===== config.mk =====
export PLATFORM = sky130hd
export DESIGN_NAME = button_detect
export DESIGN_NICKNAME = d
export VERILOG_FILES = /design/src/rtl/button_pkg.sv /design/src/rtl/btn_contact_fsm.sv /design/src/rtl/button_detect.sv
export SDC_FILE = /design/constraint.sdc
export NUM_CORES = 1
export LEC_CHECK = 0
export CORE_MARGIN = 1
export CORE_UTILIZATION = 45
export CTS_CLUSTER_SIZE = 40
export DETAILED_ROUTE_END_ITERATION = 7
export PLACE_DENSITY_LB_ADDON = 0.25
export SLEW_MARGIN = 0
export SYNTH_ARGS = -nofsm -noshare
export SYNTH_HDL_FRONTEND = slang
export SYNTH_SLANG_ARGS = --single-unit

===== constraint.sdc =====
create_clock -name frame_clk -period 3.35 [get_ports frame_clk]
set_input_delay 0.335 -clock frame_clk [delete_from_list [all_inputs] [get_ports frame_clk]]
set_output_delay 0.335 -clock frame_clk [all_outputs]
set_load 0.02 [all_outputs]

===== src/rtl/button_pkg.sv =====
// Shared constants and types for the floor-button detector.
// Optional feature macro: BUTTON_TOGGLE_EN (see btn_contact_fsm.sv).
package button_pkg;

  // Array dimensions shared by the top level and the bench.
  localparam int N_PLAYER   = 2;
  localparam int N_BUTTON   = 4;

  // Buttons are placed on a 16-pixel tile grid.
  localparam int TILE_SHIFT = 4;

  // Per-pair hold-timer state.
  typedef enum logic [1:0] {
    IDLE    = 2'd0,
    PRESSED = 2'd1,
    HOLD    = 2'd2
  } btn_state_t;

  // Default level layout: button tile column/row, indexed by button number.
  localparam logic [9:0] DEF_BTN_TILE_X [N_BUTTON] = '{10'd15, 10'd10, 10'd20, 10'd28};
  localparam logic [9:0] DEF_BTN_TILE_Y [N_BUTTON] = '{10'd21, 10'd16, 10'd16, 10'd12};

  // Convert a tile coordinate to an 11-bit pixel coordinate.
  function automatic logic [10:0] tile_to_px(input logic [9:0] tile);
    logic [10:0] wide;
    wide = {1'b0, tile};
    return wide << TILE_SHIFT;
  endfunction

endpackage


===== src/rtl/btn_contact_fsm.sv =====
// One (player, button) pair: registered contact detection, hold-timer FSM
// and registered trigger output.
// Optional feature macro: BUTTON_TOGGLE_EN -- when defined, each pair keeps
// a toggle bit flipped on every IDLE->PRESSED transition and the trigger
// follows that bit instead of the hold-timer state.
module btn_contact_fsm
  import button_pkg::*;
#(
  parameter int PLAYER_W    = 16,
  parameter int PLAYER_H    = 32,
  parameter int BTN_W       = 16,
  parameter int BTN_H       = 4,
  parameter int HOLD_FRAMES = 8
) (
  input  logic       clk,
  input  logic       rst_n,
  input  logic [9:0] player_x,
  input  logic [9:0] player_y,
  input  logic [9:0] button_x,
  input  logic [9:0] button_y,
  output logic       contact,
  output logic       trigger
);

  // Counter only needs to hold HOLD_FRAMES-1.
  localparam int CNT_W     = (HOLD_FRAMES > 1) ? $clog2(HOLD_FRAMES) : 1;
  localparam int HOLD_LOAD = (HOLD_FRAMES > 0) ? (HOLD_FRAMES - 1) : 0;
  localparam logic [CNT_W-1:0] CNT_LOAD = HOLD_LOAD[CNT_W-1:0];

  logic [10:0] bx_s;
  logic [10:0] by_s;
  logic [10:0] px_s;
  logic [10:0] feet_s;

  logic             contact_d;
  logic             contact_q;
  btn_state_t       state_d;
  btn_state_t       state_q;
  logic [CNT_W-1:0] cnt_d;
  logic [CNT_W-1:0] cnt_q;
  logic             trigger_d;
  logic             trigger_q;

  // Geometric overlap test between the player's feet and the button band.
  // Edge touching on the right side (px + width == bx) is not contact.
  always_comb begin
    bx_s      = tile_to_px(button_x);
    by_s      = tile_to_px(button_y);
    px_s      = {1'b0, player_x};
    feet_s    = {1'b0, player_y} + 11'(PLAYER_H);
    contact_d = (feet_s >= by_s) &&
                (feet_s <= (by_s + 11'(BTN_H))) &&
                (px_s < (bx_s + 11'(BTN_W))) &&
                ((px_s + 11'(PLAYER_W)) > bx_s);
  end

  // Hold-timer FSM driven by the registered contact.
  always_comb begin
    state_d = state_q;
    cnt_d   = cnt_q;
    case (state_q)
      IDLE: begin
        if (contact_q) begin
          state_d = PRESSED;
        end else begin
          state_d = IDLE;
        end
      end
      PRESSED: begin
        if (contact_q) begin
          state_d = PRESSED;
        end else if (HOLD_FRAMES == 0) begin
          state_d = IDLE;
        end else begin
          state_d = HOLD;
          cnt_d   = CNT_LOAD;
        end
      end
      HOLD: begin
        if (contact_q) begin
          // Re-contact: drop the running countdown, the next loss reloads it.
          state_d = PRESSED;
          cnt_d   = '0;
        end else if (cnt_q == '0) begin
          state_d = IDLE;
        end else begin
          cnt_d   = cnt_q - CNT_W'(1);
        end
      end
      default: begin
        state_d = IDLE;
        cnt_d   = '0;
      end
    endcase
  end

`ifdef BUTTON_TOGGLE_EN
  logic toggle_d;
  logic toggle_q;

  // Latch-style output: flip on every fresh press from IDLE.
  always_comb begin
    if ((state_q == IDLE) && (state_d == PRESSED)) begin
      toggle_d = ~toggle_q;
    end else begin
      toggle_d = toggle_q;
    end
    trigger_d = toggle_d;
  end

  // Toggle bit register.
  always_ff @(posedge clk or negedge rst_n) begin
    if (!rst_n) begin
      toggle_q <= 1'b0;
    end else begin
      toggle_q <= toggle_d;
    end
  end
`else
  // Trigger is asserted in every state except IDLE.
  always_comb begin
    if (state_d != IDLE) begin
      trigger_d = 1'b1;
    end else begin
      trigger_d = 1'b0;
    end
  end
`endif

  // State, counter, contact and trigger registers.
  always_ff @(posedge clk or negedge rst_n) begin
    if (!rst_n) begin
      contact_q <= 1'b0;
      state_q   <= IDLE;
      cnt_q     <= '0;
      trigger_q <= 1'b0;
    end else begin
      contact_q <= contact_d;
      state_q   <= state_d;
      cnt_q     <= cnt_d;
      trigger_q <= trigger_d;
    end
  end

  assign contact = contact_q;
  assign trigger = trigger_q;

endmodule


===== src/rtl/button_detect.sv =====
// Floor-button detector: per-(player, button) contact/hold FSMs plus a
// per-button sink-depth counter for the sprite renderer.
// Optional feature macro: BUTTON_TOGGLE_EN (latching buttons).
module button_detect
  import button_pkg::*;
#(
  parameter int PLAYER_W    = 16,
  parameter int PLAYER_H    = 32,
  parameter int BTN_W       = 16,
  parameter int BTN_H       = 4,
  parameter int HOLD_FRAMES = 8,
  parameter int PRESS_DEPTH = 3
) (
  input  logic       frame_clk,
  input  logic       RESET_n,
  input  logic [9:0] playerX       [N_PLAYER],
  input  logic [9:0] playerY       [N_PLAYER],
  input  logic [9:0] buttonX       [N_BUTTON],
  input  logic [9:0] buttonY       [N_BUTTON],
  output logic       buttonTrigger [N_PLAYER][N_BUTTON],
  output logic [1:0] buttonDepth   [N_BUTTON],
  output logic       contact       [N_PLAYER][N_BUTTON]
);

  // Depth is a 2-bit quantity; larger settings are not meaningful.
  localparam logic [1:0] DEPTH_MAX = PRESS_DEPTH[1:0];

  logic       any_trig_s [N_BUTTON];
  logic [1:0] depth_d    [N_BUTTON];
  logic [1:0] depth_q    [N_BUTTON];

  // One independent pair engine per (player, button).
  for (genvar p = 0; p < N_PLAYER; p++) begin : g_player
    for (genvar b = 0; b < N_BUTTON; b++) begin : g_button
      btn_contact_fsm #(
        .PLAYER_W    (PLAYER_W),
        .PLAYER_H    (PLAYER_H),
        .BTN_W       (BTN_W),
        .BTN_H       (BTN_H),
        .HOLD_FRAMES (HOLD_FRAMES)
      ) u_pair (
        .clk      (frame_clk),
        .rst_n    (RESET_n),
        .player_x (playerX[p]),
        .player_y (playerY[p]),
        .button_x (buttonX[b]),
        .button_y (buttonY[b]),
        .contact  (contact[p][b]),
        .trigger  (buttonTrigger[p][b])
      );
    end
  end

  // Depth ramps toward PRESS_DEPTH while any player triggers the button,
  // and back toward zero otherwise, one pixel per frame.
  always_comb begin
    for (int b = 0; b < N_BUTTON; b++) begin
      any_trig_s[b] = 1'b0;
      for (int p = 0; p < N_PLAYER; p++) begin
        any_trig_s[b] = any_trig_s[b] | buttonTrigger[p][b];
      end
      if (any_trig_s[b]) begin
        if (depth_q[b] < DEPTH_MAX) begin
          depth_d[b] = depth_q[b] + 2'd1;
        end else begin
          depth_d[b] = DEPTH_MAX;
        end
      end else begin
        if (depth_q[b] != 2'd0) begin
          depth_d[b] = depth_q[b] - 2'd1;
        end else begin
          depth_d[b] = 2'd0;
        end
      end
    end
  end

  // Depth registers.
  always_ff @(posedge frame_clk or negedge RESET_n) begin
    if (!RESET_n) begin
      for (int b = 0; b < N_BUTTON; b++) begin
        depth_q[b] <= 2'd0;
      end
    end else begin
      for (int b = 0; b < N_BUTTON; b++) begin
        depth_q[b] <= depth_d[b];
      end
    end
  end

  // Drive the depth output straight from the registers.
  always_comb begin
    for (int b = 0; b < N_BUTTON; b++) begin
      buttonDepth[b] = depth_q[b];
    end
  end

endmodule


# After elaboration in Yosys (flattened, before gate mapping)
# Index checks and enable logic that the tools add are counted.
word_totals:
  register_bits: 64
  output_inout_bits: 24
classes:
  n_addsub: 28
  magnitude_cmp: 36
  eq_ne: 32
  n_mux: 92
  n_bitwise: 12
  n_reduce_logical: 60
op_table:
  columns: ["operator", "count"]
  rows:
  - ["$ge A11 B11 Y1", 8]
  - ["$gt A11 B11 Y1", 8]
  - ["$le A11 B11 Y1", 8]
  - ["$lt A10 B11 Y1", 8]
  - ["$mux W2", 36]
  - ["$mux W3", 24]
  - ["$pmux W3 S3", 8]
  - ["$pmux W2 S3", 8]
  - ["$add A11 B3 Y11 const B", 4]
  - ["$add A11 B5 Y11 const B", 4]
  - ["$logic_and A1 B1 Y1", 24]
  - ["$logic_not A3 Y1", 8]
  - ["$ne A3 B2 Y1 const B", 8]
  - ["$reduce_and A3 Y1", 8]
  - ["$reduce_bool A2 Y1", 12]
  - ["$sub A3 B1 Y3 const B", 8]
  - ["$add A10 B5 Y11 const B", 2]
  - ["$add A10 B6 Y11 const B", 2]
  - ["$eq A2 B1 Y1 const B", 8]
  - ["$eq A2 B2 Y1 const B", 8]
  - ["$logic_not A2 Y1", 8]
  - ["$mux W1", 16]
  - ["$ne A2 B2 Y1 const B", 8]
  - ["$add A2 B1 Y2 const B", 4]
  - ["other kinds (4)", 20]

# Logic depth before layout (Yosys ltp)
# Gate-level depths: netlist (run 1).
depth:
  ltp_word: 6
  ltp_mapped: 9

# Cells and area by module
# Synthesis (run 1) repeated with hierarchy kept, for this count alone.
unflattened:
  hier_cells: 1191
  area_unflattened_um2: 9893.2
modules_own_cells:
  columns: ["module", "instances", "cells_per_inst", "area_each_um2", "seq_area_each_um2"]
  rows:
  - ["btn_contact_fsm (g_player[0].g_button[0].u_pair ...)", 7, 146, 1196.1, 175.2]
  - ["btn_contact_fsm (g_player[1].g_button[3].u_pair)", 1, 145, 1179.9, 175.2]
  - ["button_detect", 1, 24, 340.3, 200.2]

# Least setup slack after synthesis (run 1)
# OpenSTA, ideal clock, no wires.
synth_timing:
  path_kind: "input-to-reg"
  startpoint: "input playerY[15] (netlist name)"
  endpoint: "register g_player[0].g_button[3].u_pair.contact_q"
  setup_time_ns: 0.068
  arrival_ns: 2.103
  t_required_ns: 3.282
  path_slack_ns: 1.180
  path_stages: 9
  n_path_buf: 0
  path_cell_list: "ha_1 nand3_1 xnor2_1 ha_1 and4_1 a211o_1 a21oi_1 mux2i_1 and4_1"
synth_between:
  elab_chain_len: 5
  elab_cells_between_ends: 6
  cone_classes: "add/sub (1); order compare (2); reduce/logical (3)"
synth_lines:
  columns: ["item", "line", "rtl"]
  rows:
  - ["start, declared", "button_detect.sv:17", "input logic [9:0] playerY [N_PLAYER],"]
  - ["$add A10 B6 Y11 *", "btn_contact_fsm.sv:50", "feet_s = {1'b0, player_y} + 11'(PLAYER_H);"]
  - ["$ge A11 B11 Y1 or $le A11 B11 Y1 (tied branches)", "btn_contact_fsm.sv:51, btn_contact_fsm.sv:52", null]
  - ["$logic_and A1 B1 Y1 *", "btn_contact_fsm.sv:51", "contact_d = (feet_s >= by_s) &&"]
  - ["$logic_and A1 B1 Y1 *", "btn_contact_fsm.sv:52", "(feet_s <= (by_s + 11'(BTN_H))) &&"]
  - ["$logic_and A1 B1 Y1 *", "btn_contact_fsm.sv:53", "(px_s < (bx_s + 11'(BTN_W))) &&"]
  - ["net g_player[0].g_button[3].u_pair.contact_d", "btn_contact_fsm.sv:35", "logic contact_d;"]
  - ["end signal, assigned", "btn_contact_fsm.sv:138", "contact_q <= contact_d;"]
  - ["end, declared", "btn_contact_fsm.sv:36", "logic contact_q;"]
# The timed path passes the listed nets; every way through them passes the cells marked *.
# A chain may end at the register's enable or synchronous reset.

# Worst setup path after layout (run 1)
layout_timing:
  startpoint: "input buttonX[30] (netlist name)"
  endpoint: "register g_player[1].g_button[0].u_pair.contact_q"
layout_between:
  elab_chain_len: 4
  elab_cells_between_ends: 5
  cone_classes: "add/sub (1); order compare (2); reduce/logical (2)"
layout_lines:
  columns: ["item", "line", "rtl"]
  rows:
  - ["start, declared", "button_detect.sv:18", "input logic [9:0] buttonX [N_BUTTON],"]
  - ["$add A11 B5 Y11", "btn_contact_fsm.sv:53", null]
  - ["$lt A10 B11 Y1", "btn_contact_fsm.sv:53", null]
  - ["$logic_and A1 B1 Y1", "btn_contact_fsm.sv:52", null]
  - ["$logic_and A1 B1 Y1 *", "btn_contact_fsm.sv:53", null]
  - ["net g_player[1].g_button[0].u_pair.contact_d", "btn_contact_fsm.sv:35", null]
  - ["end signal, assigned", "btn_contact_fsm.sv:138", null]
  - ["end, declared", "btn_contact_fsm.sv:36", null]
# Marked as above.

==> impl_results.md, run 1 <==
* Nature of the critical path endpoint: flip-flop
* Pwr dens at 273 nW/um^2
* Synth Warn # at 0
* Worst Path Required at 3530 ps
* Synth cell types at 47
* Gpl congestion at 0.936
* Mapped cell area at 8210 sq um
* Crit Path Max Fanout at 6
* WL/cell at 15.4 um
* Number of clock sinks at 64
* FF/Latch Area at around 1600 sq um
* CTS tree: built
* Ys flop type: dfrtp_1
* DR iter-0 viols at 346
* H-tree depth at 3
* Multi-input gate area in the final layout at 6010 sq um
* Share of the synthesized area in the top cell type at 0.341
* Worst Tran Pin Value at 547 ps
* Cell count after synthesis at about 980
* Layout cells sized above 1 at 0.0533
* Worst setup path class: in2reg
* Most instantiated library cell after synthesis: ha_1
* Clk Latency, worst-skew pair at 330 ps
* Final TNS setup at 0 ps
* Average vias per placed instance at about 5.4
* Register bit total from synthesis at 64
* Tcrit/Tclk final at 0.808
* Slew Viols, Final at 0
* Outcome: finished, final reports clean
* Antenna-violating nets left at 0
* Area leader, netlist: ha_1
* Met2 WL at 10,000 um
* Syn_nets at 1,324
* MaxCap Viol Count at 0
* Fmax at 369 MHz
* Die X at 137 um
* Critical Path AT at 2890 ps
* Cts bufs inserted at 9
* CTS max path bufs at 2
* DR DRC count at 0
* First-pass GRT wire length at 34,500 um
* Sequential fraction of the synthesis area at 0.195
* Area delta synth->final at 22.8%
* DP HPWL at 17,600 um
* Total power at 2.75 mW
* Crit start category: primary input
* Core Area at 17,900 sq um
* Via total after detailed routing at around 7,400
* Post-synth EDFFs at 0
* Max transition margin at 0.634
* DR WL met3 at roughly 710 um
* Synth cell count leaders: ha_1, inv_1, o21ai_0
* Post-CTS Setup Bufs at 0
* Min Tclk post-route at 2710 ps
* Pleak at 4.88 nW
* Setup violators final at 0
* Final hold vios at 0
* Max Used Layer: met4
* Vias in the first global route at a little over 7,000
* I/O pins at 146
* Drt pass-1 iters at 5
* Setup Skew at 4.39 ps
* Top cells by area, synth: ha_1, dfrtp_1, inv_1
* Worst Hold Class: in2async
* Unrepaired setup endpoints after global routing: no
* Wl on met1 at 9710 um
* Root buffer cell: clkbuf_16
* Post-Synthesis Mean Instance Area at 8.39 sq um
* Layout Cells excl Fill at between 1,000 and 1,500
* Die height at 137 um
* Initial antenna violation count at 2
* Die ar. at between 15,000 and 20,000 sq um
* Routed WL at 20,900 um
* VDD IR-drop max at 0.399 mV
* Largest net degree at the start of global routing at 35
* FP Rows at 49
* Total track usage at 0.238
* Post-synthesis async set-or-reset flop share at 1.00
* Layout Nets at 1,466
* Fill count at 1,684
* Port Buffers at approximately 120
* GRT overflow at 0
* Clock slew at reported path FFs at around 50 ps
* Placed Cells at 1,337
* Initial Util at 0.459
layer usage:
layer / global-route usage / up-vias
met5: 0 / -
li1: - / 3774
met1: 0.308 / 3380
met3: 0.0207 / 37
met4: 0.0904 / 0
met2: 0.408 / 186
registers in the layout, indices dropped and copies added, names as in the netlist:
signal                            count
g_player.g_button.u_pair.contact      8
g_player.g_button.u_pair.trigger      8
g_player.g_button.u_pair.state_q     16
buttonDepth                           8
g_player.g_button.u_pair.cnt_q       24
repair_timing:
action	CTS	global route
resized for setup	0	0
hold endpoints to repair	8	0
hold buffers	1	0
layout make-up:
class | instances | share of cell area
inverter | 128 | 0.0476
tap | 229 | 0.0284
clock buffer | 9 | 0.0223
multi-input combinational | 770 | 0.596
sequential | 64 | 0.159
timing repair buffer | 147 | 0.139
antenna | 3 | 0.000745
clock inverter | 7 | 0.00707
cells in the final DEF (no fill, tap or decap), types with 4 or more instances in the layout:
cell	count
and3_1	9
or2_2	8
o21bai_1	5
inv_1	128
nor2b_1	17
nand3b_1	4
clkbuf_16	9
buf_4	25
o21a_1	9
a21oi_1	68
clkdlybuf4s50_1	120
o21ai_0	89
a211oi_1	9
xor2_1	4
maj3_1	4
a2111oi_0	4
nand2_1	53
nor3_1	32
nand4_1	17
ha_1	224
dfrtp_1	64
a31oi_1	17
nand2b_1	11
a21o_1	8
nor2_1	55
o32ai_1	9
o211ai_1	5
nand3_1	34
xnor2_1	38
and4b_1	7
and4_1	5
critical path, stage by stage:
cell             delay, ps
clkdlybuf4s50_1        580
ha_1                   250
nand3_1                110
xnor2_1                170
ha_1                   210
a2111oi_0              390
a21oi_1                140
a211oi_1               290
nor4b_1                410
kinds of logic (layout without fill, tap and decap cells):
| group | after synthesis | in the layout | share of synthesized area |
|---|---|---|---|
| other | 0 | 3 | 0 |
| adder cells (fa/ha/maj) | 228 | 228 | 0.346 |
| multiplexers | 2 | 2 | 0.00259 |
| XOR/XNOR | 42 | 42 | 0.0448 |
| buffers and inverters | 144 | 291 | 0.0732 |
| AND/OR/NAND/NOR | 262 | 262 | 0.166 |
| AO/OA/AOI/OAI | 236 | 236 | 0.172 |
| flip-flops | 64 | 64 | 0.195 |
stage by stage:
stage / worst slack, ps / hold slack (ps) / utilization / instance area, sq um
floorplan: 1180 / 39.4 / - / 8210
global placement: 376 / 213 / 0.546 / 9770
detailed placement: 316 / 213 / 0.546 / 9770
CTS: 651 / 397 / 0.563 / 10100
global route: 396 / 434 / 0.563 / 10100
finish: 642 / 405 / 0.563 / 10100
path summary, 6_finish.rpt:
| kind | start | endpoint | depth (start not counted) | slack, ps |
|---|---|---|---|---|
| hold / removal | RESET_n | g_player[1].g_button[1].u_pair.cnt_q[2] | 2 | 400 |
| setup reg to reg | g_player[0].g_button[0].u_pair.state_q[0] | g_player[0].g_button[0].u_pair.cnt_q[0] | 5 | 1750 |
| hold reg to reg | g_player[0].g_button[0].u_pair.cnt_q[1] | g_player[0].g_button[0].u_pair.cnt_q[1] | 2 | 470 |
| max in group asynchronous | RESET_n | g_player[0].g_button[0].u_pair.contact | 3 | 2250 |
| setup / recovery | buttonX[30] | g_player[1].g_button[0].u_pair.contact | 9 | 640 |
| min in group frame_clk | g_player[0].g_button[0].u_pair.cnt_q[1] | g_player[0].g_button[0].u_pair.cnt_q[1] | 2 | 470 |
where the power goes:
group          switching [mW]  total [mW]  internal (mW)
Clock                   0.346       0.921          0.575
Combinational           0.544        1.01          0.463
Sequential             0.0256       0.826          0.801
Total                   0.915        2.75           1.84
No activity file was read; power rests on OpenSTA's default activity.
==> run 2, diff against run 1 <==
- clock period: 3.35 -> 2.5 ns (I/O delays scaled with it)
==> impl_results.md, run 2 (same netlist as run 1, synthesis figures left out) <==
* Outcome: finished, final reports clean
* Pwr dens at 361 nW/um^2
* Worst path depth at 11
* FP Rows at 49
* Hold WS at approximately 420 ps
* CP top delay family: buffers and inverters
* Biggest register: g_player.g_button.u_pair.cnt_q
* Crit Path Max Fanout at 4
* Drt pass-1 iters at 5
* Largest net degree at the start of global routing at 45
* Die height at 137 um
* Port Buffers at ~120
* Total track usage at 0.248
* Initial Util at 0.459
* Gpl congestion at 0.914
* Worst Path Required at 2780 ps
* CTS tree: built
* Final instance area at around 11,000 sq um
* Most common cell on crit path: buf_4
* CTS max path bufs at 2
* Via total after detailed routing at 7,810
* GRT overflow at 0
* Critical Path AT at 2650 ps
* MaxCap Viol Count at 0
* Layout Cells excl Fill at 1,429
* DR DRC count at 0
* Fill count at 1,627
* DP HPWL at 18,800 um
* Min Tclk post-route at approximately 2400 ps
* Setup ws final at 129 ps
* Nature of the critical path endpoint: flip-flop
* Average vias per placed instance at 5.47
* Final TNS setup at 0 ps
* Crit-path cells: clkdlybuf4s50_1 > ha_1 > buf_4 > xor2_2 > buf_4 > ha_1 > nand4_1 > a21oi_1 > o21ai_0 > a2111oi_2 > buf_4
* Antenna-violating nets left at 0
* Setup Skew at 4.00 ps
* Crit start category: primary input
* Post-layout util at 0.598
* Pleak at 5.29 nW
* Total power at between 3 and 4 mW
* Die ar. at 18,800 sq um
* Placed cell area at between 10,000 and 15,000 sq um
* Die X at approximately 140 um
* Worst Tran Pin Value at 511 ps
* Most frequent cells in the layout: ha_1, inv_1, clkdlybuf4s50_1
* Largest registers: g_player.g_button.u_pair.cnt_q x24, g_player.g_button.u_pair.state_q x16
* Worst Path Buf+Inv at 4
* Core Area at ~18,000 sq um
* Cts bufs inserted at 9
* Layout cells sized above 1 at 0.119
* WL/cell at 15.7 um
* Reg2reg path depth at 5
* Number of clock sinks at 64
* Initial antenna violation count at 2
* Clk Latency, worst-skew pair at 340 ps
* Clock slew at reported path FFs at around 60 ps
* Post-placement setup slack at -367 ps
* Setup violators final at 0
* CP max stage cell: clkdlybuf4s50_1
* First-pass GRT wire length at roughly 36,000 um
* I/O pins at 146
* Fmax at 422 MHz
* Root buffer cell: clkbuf_16
* VDD IR-drop max at 0.439 mV
* H-tree depth at 3
* Area delta synth->final at 30.4%
* Routed WL at 22,400 um
* Max reg flops at 24
* Final hold vios at 0
* Max transition margin at 0.656
* Layout Nets at 1,539
* Worst setup path class: in2reg
* Tcrit/Tclk final at 0.949
* Commonest non-fill, non-tap cell in the layout: ha_1
* Worst Hold Class: in2async
* DR iter-0 viols at 390
* Vias in the first global route at ~7,500
* Placed Cells at 1,410
* Slew Viols, Final at 0
* Max incr delay on CP at roughly 440 ps
* Flop-to-flop setup slack at 880 ps
## run 2: changes by cell type in the layout (fill, tap and decap cells not counted), moves of 2 or more
| cell | change |
|---|---|
| xnor2_2 | +3 |
| clkinvlp_4 | -2 |
| dlymetal6s2s_1 | +2 |
| clkdlybuf4s50_1 | -2 |
| xor2_2 | +2 |
| buf_4 | +72 |
| xnor2_1 | -3 |
| xor2_1 | -2 |
## run 2: path summary, 6_finish.rpt
check / startpoint / to
worst max-delay path: playerY[6] / g_player[1].g_button[2].u_pair.contact
worst max register to register: g_player[1].g_button[0].u_pair.state_q[0] / g_player[1].g_button[0].u_pair.cnt_q[0]
worst min-delay path: RESET_n / g_player[1].g_button[1].u_pair.cnt_q[2]
worst min register to register: g_player[0].g_button[3].u_pair.cnt_q[1] / g_player[0].g_button[3].u_pair.cnt_q[1]
max in group asynchronous: RESET_n / g_player[1].g_button[3].u_pair.contact
min in group frame_clk: g_player[0].g_button[3].u_pair.cnt_q[1] / g_player[0].g_button[3].u_pair.cnt_q[1]
## run 2: worst register-to-register path, stage by stage (launching register included)
cell and delay [ps]:
dfrtp_1 420, inv_1 100, ha_1 210, nand2b_1 120, o21ai_0 440, o21ai_0 190
## run 2: repair_timing
action | 4_1_cts | 5_1_grt
pin swaps | 0 | 3
hold buffers | 1 | 0
setup endpoints to repair | 1 | 7
setup buffers | 0 | 0
resized for setup | 1 | 13
hold endpoints to repair | 20 | 0
## run 2: cell type report
class / instances / area (sq um) / area share
Clock inverter: 5 / 56.3 / 0.00526
Multi-Input combinational cell: 770 / 6070 / 0.566
Clock buffer: 11 / 243 / 0.0227
Tap cell: 229 / 287 / 0.0268
Antenna cell: 2 / 5.00 / 0.000467
Inverter: 128 / 480 / 0.0449
Sequential cell: 64 / 1600 / 0.150
Timing Repair Buffer: 220 / 1970 / 0.184
## run 2: metal layers
metal,track usage,up-vias,part of all wire
li1,-,3915,-
met5,0,-,0
met4,0.0916,0,0.029
met1,0.303,3578,0.44
met2,0.443,262,0.48
met3,0.0285,55,0.052
## run 2: power breakdown
part	leakage, nW	switching [mW]	internal (mW)
combinational	4.26	0.763	0.720
clock	0.146	0.480	0.797
sequential	0.890	0.0366	1.07
total	5.29	1.28	2.59
